`src/rtl/fetch_thread_scheduler.sv`:
```
// fetch_thread_scheduler
// Picks which of the four harts the instruction-fetch stage serves each cycle.
// Keeps one fetch PC per hart and a per-hart "waiting on refill" flag. Ready
// harts are served round-robin, starting after the last hart granted.
module fetch_thread_scheduler #(
   parameter logic [31:0] RESET_PC      = 32'h0000_0000,
   parameter logic [31:0] THREAD_STRIDE = 32'h0000_0400
) (
   input  logic        clk,
   input  logic        Reset,
   input  logic [3:0]  ThreadEnable,
   input  logic        Stall,
   input  logic        InstMiss,
   input  logic [1:0]  MissmhartID,
   input  logic [31:0] MissPC,
   input  logic        DoneRetrieving,
   input  logic [1:0]  RetrievingDoneFor,
   input  logic        Redirect,
   input  logic [1:0]  RedirectmhartID,
   input  logic [31:0] RedirectPC,
   output logic [1:0]  nextthread,
   output logic [31:0] ThreadAddress,
   output logic        InstSource,
   output logic [3:0]  WaitingMask
);

   // Per-hart architectural fetch state.
   logic [31:0] pc_r [4];
   logic [3:0]  waiting_r;
   logic [1:0]  lp_r;

   // Scheduling decision for the current cycle.
   logic [3:0]  miss_mask_s;
   logic [3:0]  elig_s;
   logic [1:0]  cand_s;
   logic [1:0]  grant_s;
   logic        found_s;
   logic        grant_fire_s;

   // Start PC of a given hart after reset.
   function automatic logic [31:0] start_pc(input int h);
      return RESET_PC + (32'(h) * THREAD_STRIDE);
   endfunction

   // Eligibility: enabled, not waiting on a refill, and not missing right now.
   always_comb begin
      miss_mask_s = InstMiss ? (4'b0001 << MissmhartID) : 4'b0000;
      elig_s      = ThreadEnable & ~waiting_r & ~miss_mask_s;
   end

   // Round-robin search: first eligible hart at or after lp+1, wrapping mod 4.
   always_comb begin
      found_s = 1'b0;
      grant_s = lp_r;
      cand_s  = lp_r;
      for (int i = 1; i <= 4; i++) begin
         cand_s = lp_r + i[1:0];
         if (!found_s && elig_s[cand_s]) begin
            found_s = 1'b1;
            grant_s = cand_s;
         end else begin
            found_s = found_s;
         end
      end
   end

   // A grant only takes effect when the fetch stage can accept it.
   assign grant_fire_s = found_s & ~Stall;

   // Grant outputs and last-grant pointer; held while stalled or when no hart is ready.
   always_ff @(posedge clk) begin
      if (Reset) begin
         nextthread    <= 2'd0;
         ThreadAddress <= 32'h0000_0000;
         InstSource    <= 1'b0;
         lp_r          <= 2'd3;
      end else if (Stall) begin
         nextthread    <= nextthread;
         ThreadAddress <= ThreadAddress;
         InstSource    <= InstSource;
         lp_r          <= lp_r;
      end else if (found_s) begin
         nextthread    <= grant_s;
         ThreadAddress <= pc_r[grant_s];
         InstSource    <= 1'b1;
         lp_r          <= grant_s;
      end else begin
         nextthread    <= nextthread;
         ThreadAddress <= ThreadAddress;
         InstSource    <= 1'b0;
         lp_r          <= lp_r;
      end
   end

   // Per-hart PC: redirect beats miss rewind, which beats the post-grant increment.
   always_ff @(posedge clk) begin
      for (int h = 0; h < 4; h++) begin
         if (Reset) begin
            pc_r[h] <= start_pc(h);
         end else if (Redirect && (RedirectmhartID == 2'(h))) begin
            pc_r[h] <= RedirectPC;
         end else if (InstMiss && (MissmhartID == 2'(h))) begin
            pc_r[h] <= MissPC;
         end else if (grant_fire_s && (grant_s == 2'(h))) begin
            pc_r[h] <= pc_r[h] + 32'd4;
         end else begin
            pc_r[h] <= pc_r[h];
         end
      end
   end

   // Per-hart refill wait flag: a new miss wins over a refill completing.
   always_ff @(posedge clk) begin
      for (int h = 0; h < 4; h++) begin
         if (Reset) begin
            waiting_r[h] <= 1'b0;
         end else if (InstMiss && (MissmhartID == 2'(h))) begin
            waiting_r[h] <= 1'b1;
         end else if (DoneRetrieving && (RetrievingDoneFor == 2'(h))) begin
            waiting_r[h] <= 1'b0;
         end else begin
            waiting_r[h] <= waiting_r[h];
         end
      end
   end

   assign WaitingMask = waiting_r;

endmodule

```
`config.mk`:
```
export PLATFORM = sky130hd
export DESIGN_NAME = fetch_thread_scheduler
export DESIGN_NICKNAME = d
export VERILOG_FILES = /design/src/rtl/fetch_thread_scheduler.sv
export SDC_FILE = /design/constraint.sdc
export NUM_CORES = 1
export LEC_CHECK = 0
export CORE_MARGIN = 1
export CORE_UTILIZATION = 60
export DETAILED_ROUTE_END_ITERATION = 7
export PLACE_DENSITY = 0.81
export SYNTH_ARGS = -nofsm -noshare
export SYNTH_HDL_FRONTEND = slang
export SYNTH_SLANG_ARGS = --single-unit
```
`constraint.sdc`:
```
create_clock -name clk -period 11.6 [get_ports clk]
set_clock_uncertainty 0.15 [all_clocks]
set_input_delay 2.32 -clock clk [delete_from_list [all_inputs] [get_ports clk]]
set_output_delay 2.32 -clock clk [all_outputs]
set_load 0.02 [all_outputs]
```
# ---- Word level (Yosys, flattened, before mapping)
# Memory sizes are Yosys's and may differ from the RTL's. A register that Yosys moved wholly into a read port is not among the register bits.
# Cells that the tools add are included.
dict set report totals {
  reg_bits 9
  ram_bits 128
  inputBits 80
  out_inout_bits 39
  wordCells 197
  memories 1
}
dict set report op_classes {
  n_addsub 7
  order_cmp 4
  eq_ne 12
  n_shift 1
  n_mux 112
  n_bitwise 22
  n_reduce_logical 31
}
# name words word_bits rd rd_ports_with_merged_regs wr line_no
set memory_table {}
lappend memory_table {pc_r 4 32 5 1 4 28} ;# logic [31:0] pc_r [4];
# operator count
set ops {}
lappend ops {{$mux W32} 16}
lappend ops {{$add A32 B3 Y32 const B} 4}
lappend ops {{$mux W1} 87}
lappend ops {{$logic_and A1 B1 Y1} 19}
lappend ops {{$eq A2 B2 Y1 const B} 8}
lappend ops {{$or A1 B1 Y1} 16}
lappend ops {{$lt A2 B3 Y1 const B} 4}
lappend ops {{$and A4 B4 Y4} 2}
lappend ops {{$bmux W1 S2} 4}
lappend ops {{$eq A2 B1 Y1 const B} 4}
lappend ops {{$logic_not A2 Y1} 4}
lappend ops {{$mux W2} 4}
lappend ops {{$not A4 Y4} 2}
lappend ops {{$reduce_bool A2 Y1} 4}
lappend ops {{$add A2 B2 Y2 const B} 2}
lappend ops {{$mux W4} 1}
lappend ops {{$shl A1 B2 Y4 const A} 1}
lappend ops {{$logic_not A1 Y1} 3}
lappend ops {{$add A2 B1 Y2 const B} 1}
lappend ops {{$reduce_and A2 Y1} 1}
lappend ops {{$and A1 B1 Y1} 1}
lappend ops {{$not A1 Y1} 1}

# ---- Depth between registers and ports, before layout
dict set report depth {
  depth_word 25
  ltp_mapped 8
  ltp_nobuf 7
}

# ---- Worst setup path before layout
# No wires, ideal clock.
dict set report synth_timing {
  path_kind {in2reg}
  startpoint {input port InstMiss}
  endpoint {memory pc_r[0][10], enable pin}
  setup_ps 459
  arrival_ps 5585
  required_ps 10991
  setup_slack_ps 5406
  path_stages 6
  path_buffers 1
  path_cell_list {nor3b_4 > a2bb2oi_2 > a221oi_2 > nand3_2 > clkbuf_1 > o21ai_0}
}
# element line_no
set synth_lines {}
lappend synth_lines {{start: declaration} 13} ;# input logic InstMiss,
lappend synth_lines {{end: declaration} 28}

==> results.tsv <==
stage	metric	value	unit
yosys	synth_fa_ha_area_share	0.462	%
cells_and_area	final_nets	1267	
floorplanning	dieArea	0.0186	mm²
worst_setup_path	r2r-start	WaitingMask[3]	
yosys	synth.most_common_cell	edfxtp_1	
clock_tree	numCtsBuffers	17	
floorplanning	start_util	61.9	%
routing	wl	34800	µm
floorplanning	die_h	136	µm
timing	timing.final.crit_share	48.3	%
routing	vias	10100	
yosys	seq_area_frac_synth	43.1	%
timing	whs	312	ps
worst_setup_path	endpoint	pc_r[3][10]	
worst_setup_path	worst_setup_path_end_kind	register	
yosys	syn_nets	1189	
worst_setup_path	startpoint_type	input port	
place	gp_congestion	0.977	
yosys	synth_commonest_cells	128 x edfxtp_1, 83 x nand3_1, 70 x xor2_1, 65 x a22oi_1, 58 x mux2i_1	
yosys	synthCells	1105	
cells_and_area	antennaDiodeCount	0	
worst_setup_path	critical_path_class	in -> reg	
timing	rsz0062_at_grt	no	
cells_and_area	drive_gt1_share	6.86	%
flow_run	max_cap_viol_count	0	
floorplanning	coreArea	0.0175	mm²
power	p_leak	4.79	nW
floorplanning	num_io_pins	119	
clock_tree	clock_latency	440	ps
global_routing	grt_pass1_vias	8978	
yosys	synth_top_family_by_area	compound AO/OA/AOI/OAI gates	
clock_tree	cts_root_buffer	clkbuf_16	
worst_setup_path	path_max_fanout	31	
place	preCtsSetupSlack	5610	ps
cells_and_area	final_util	73.0	%
worst_setup_path	reg2regPathDepth	7	
yosys	yosys-mux-area-fraction	5.47	%
clock_tree	cts_tree	built	
power	pwr_density_cell	134	mW/mm²
yosys	synth_compound_area_share	22.4	%
clock_tree	cts_buffer_depth	2	
yosys	synth-xor-area-share	8.98	%
timing	setup_viol	0	
timing	report.final.slew_viol_count	0	
yosys	async_flop_share	0	%
yosys	synth_area_per_cell	9.80	µm²
cells_and_area	areaGrowthSynthToFinish	17.8	%
worst_hold_path	hold_depth	1	
status	status	finished clean	
place	dp_hpwl	24800	µm
routing	drt_iter0_markers	1767	
timing	timing.setup.tns	0	ps
routing	wire_per_inst	24.5	µm
yosys	synth_warnings	0	
place	placedCellCount	1389	
cells_and_area	instances_no_fill	1421	
routing	drtAntennaViolNets	0	
timing	fmax	178	MHz
yosys	synth_cell_types	60	
place	io_buffer_count	118	
clock_tree	cts_sinks	169	
clock_tree	post_cts_resized	0	
routing	first_pass_iters	8	
floorplanning	die_w	136	µm
floorplanning	num_rows	48	
clock_tree	holdBufCountCts	0	
yosys	synth_area_leaders	edfxtp_1 36%, dfxtp_1 7.6%, xor2_1 5.7%, mux2i_1 5.4%, a22oi_1 4.5%	
timing	maxSlewHeadroom	17.8	%
power	power	1.71	mW
timing	tightest_slew	1230	ps
routing	via_per_inst	7.09	
global_routing	grt_overflow_total	0	
clock_tree	clkTransAtPathRegs	80	ps
yosys	yosysTopAreaCellShare	35.5	%
clock_tree	h-tree-depth	4	
place	placed_area	0.0122	mm²
yosys	synthesis.area	0.0108	mm²
worst_setup_path	crit_arrival	5650	ps
yosys	ys_ff_latch	169	
cells_and_area	final_cell_area	0.0127	mm²
global_routing	grt_pass1_wl	52700	µm
timing	final_hold_viol_count	0	
power	max-vdd-ir-drop	154	µV
global_routing	antenna_found_initial	0	
global_routing	grt.total_usage	38.2	%
timing	fin_ws	5990	ps
worst_setup_path	critPathRequiredTime	11650	ps
global_routing	grt_max_degree	50	
timing	period_needed	5610	ps
worst_setup_path	crit_start	MissmhartID[0]	
clock_tree	cts_setup_buffers	0	
worst_setup_path	worstReg2RegEnd	pc_r[3][10]	
yosys	yosysTopAreaCell	edfxtp_1	
yosys	synth_flop_cell	edfxtp_1	
worst_hold_path	min_path_type	reg -> reg	
yosys	synth_edf_count	128	
yosys	yosys.area_share.simple	15.7	%
routing	drc	0	
worst_setup_path	r2r_slack	8080	ps
power breakdown:
part,leakage (nW),total (mW),internal [mW],switching (mW)
combinational,2.82,0.331,0.136,0.196
sequential,1.69,0.807,0.729,0.0773
clock,0.284,0.568,0.288,0.281
total,4.79,1.71,1.15,0.553
flip-flops by register name, indices dropped and copies added, names as in the netlist:
name / count
pc_r: 128
nextthread: 2
InstSource: 1
lp_r: 2
ThreadAddress: 32
WaitingMask: 4
cell families (layout without fill, tap and decap cells):
group | Yosys count | after routing
AO/OA/AOI/OAI | 345 | 345
XOR/XNOR | 111 | 111
adder cells (fa/ha/maj) | 4 | 4
buffers and inverters | 101 | 192
flip-flops | 169 | 169
multiplexers | 59 | 59
AND/OR/NAND/NOR | 316 | 316
cell usage in the layout (no fill, tap or decap), types with 11 or more instances in the layout:
cell | netlist | routed
edfxtp_1 | 128 | 128
clkdlybuf4s50_1 | 0 | 117
nand3_1 | 83 | 83
xor2_1 | 70 | 70
a22oi_1 | 65 | 65
mux2i_1 | 58 | 58
o21ai_0 | 55 | 54
a21oi_1 | 54 | 54
nor3_1 | 52 | 48
nand2_1 | 48 | 48
dfxtp_1 | 41 | 41
xnor2_1 | 41 | 41
a22o_1 | 35 | 35
a211o_1 | 30 | 30
a211oi_1 | 27 | 26
nor2_1 | 27 | 25
o21ai_1 | 27 | 25
nand4_1 | 23 | 23
and3_1 | 21 | 21
inv_1 | 21 | 21
buf_4 | 2 | 21
a221oi_1 | 17 | 17
clkbuf_16 | 0 | 17
and4_1 | 13 | 13
nor4_1 | 11 | 11
worst min path at each step:
| stage | start | to |
|---|---|---|
| 2_1_floorplan | pc_r[3][0] | ThreadAddress[0] |
| 3_3_place_gp | pc_r[3][0] | ThreadAddress[0] |
| 3_5_place_dp | pc_r[3][0] | ThreadAddress[0] |
| 4_1_cts | pc_r[3][0] | ThreadAddress[0] |
| 5_1_grt | pc_r[3][0] | ThreadAddress[0] |
| 6_report | pc_r[3][0] | ThreadAddress[0] |
worst max-delay path: stages:
cell	delay [ps]
clkdlybuf4s50_1	610
and3b_1	300
nor3_1	100
o21ai_2	840
nand3_1	500
or3_1	440
buf_4	260
o21a_1	240
per-layer routing:
metal / track usage [%] / routed length [µm]
met3: 11.2 / 5130
met2: 53.3 / 14900
met1: 56.6 / 14000
met5: 0 / 0
met4: 10.7 / 825
layout make-up:
| type | instances | area [µm²] |
|---|---|---|
| sequential | 169 | 4660 |
| clock inverter | 15 | 159 |
| tap | 225 | 282 |
| fill | 1241 | 4730 |
| timing repair buffer | 139 | 1330 |
| inverter | 21 | 78.8 |
| clock buffer | 17 | 425 |
| multi-input combinational | 835 | 5810 |
Note: power is estimated with default switching activity, not from simulation.
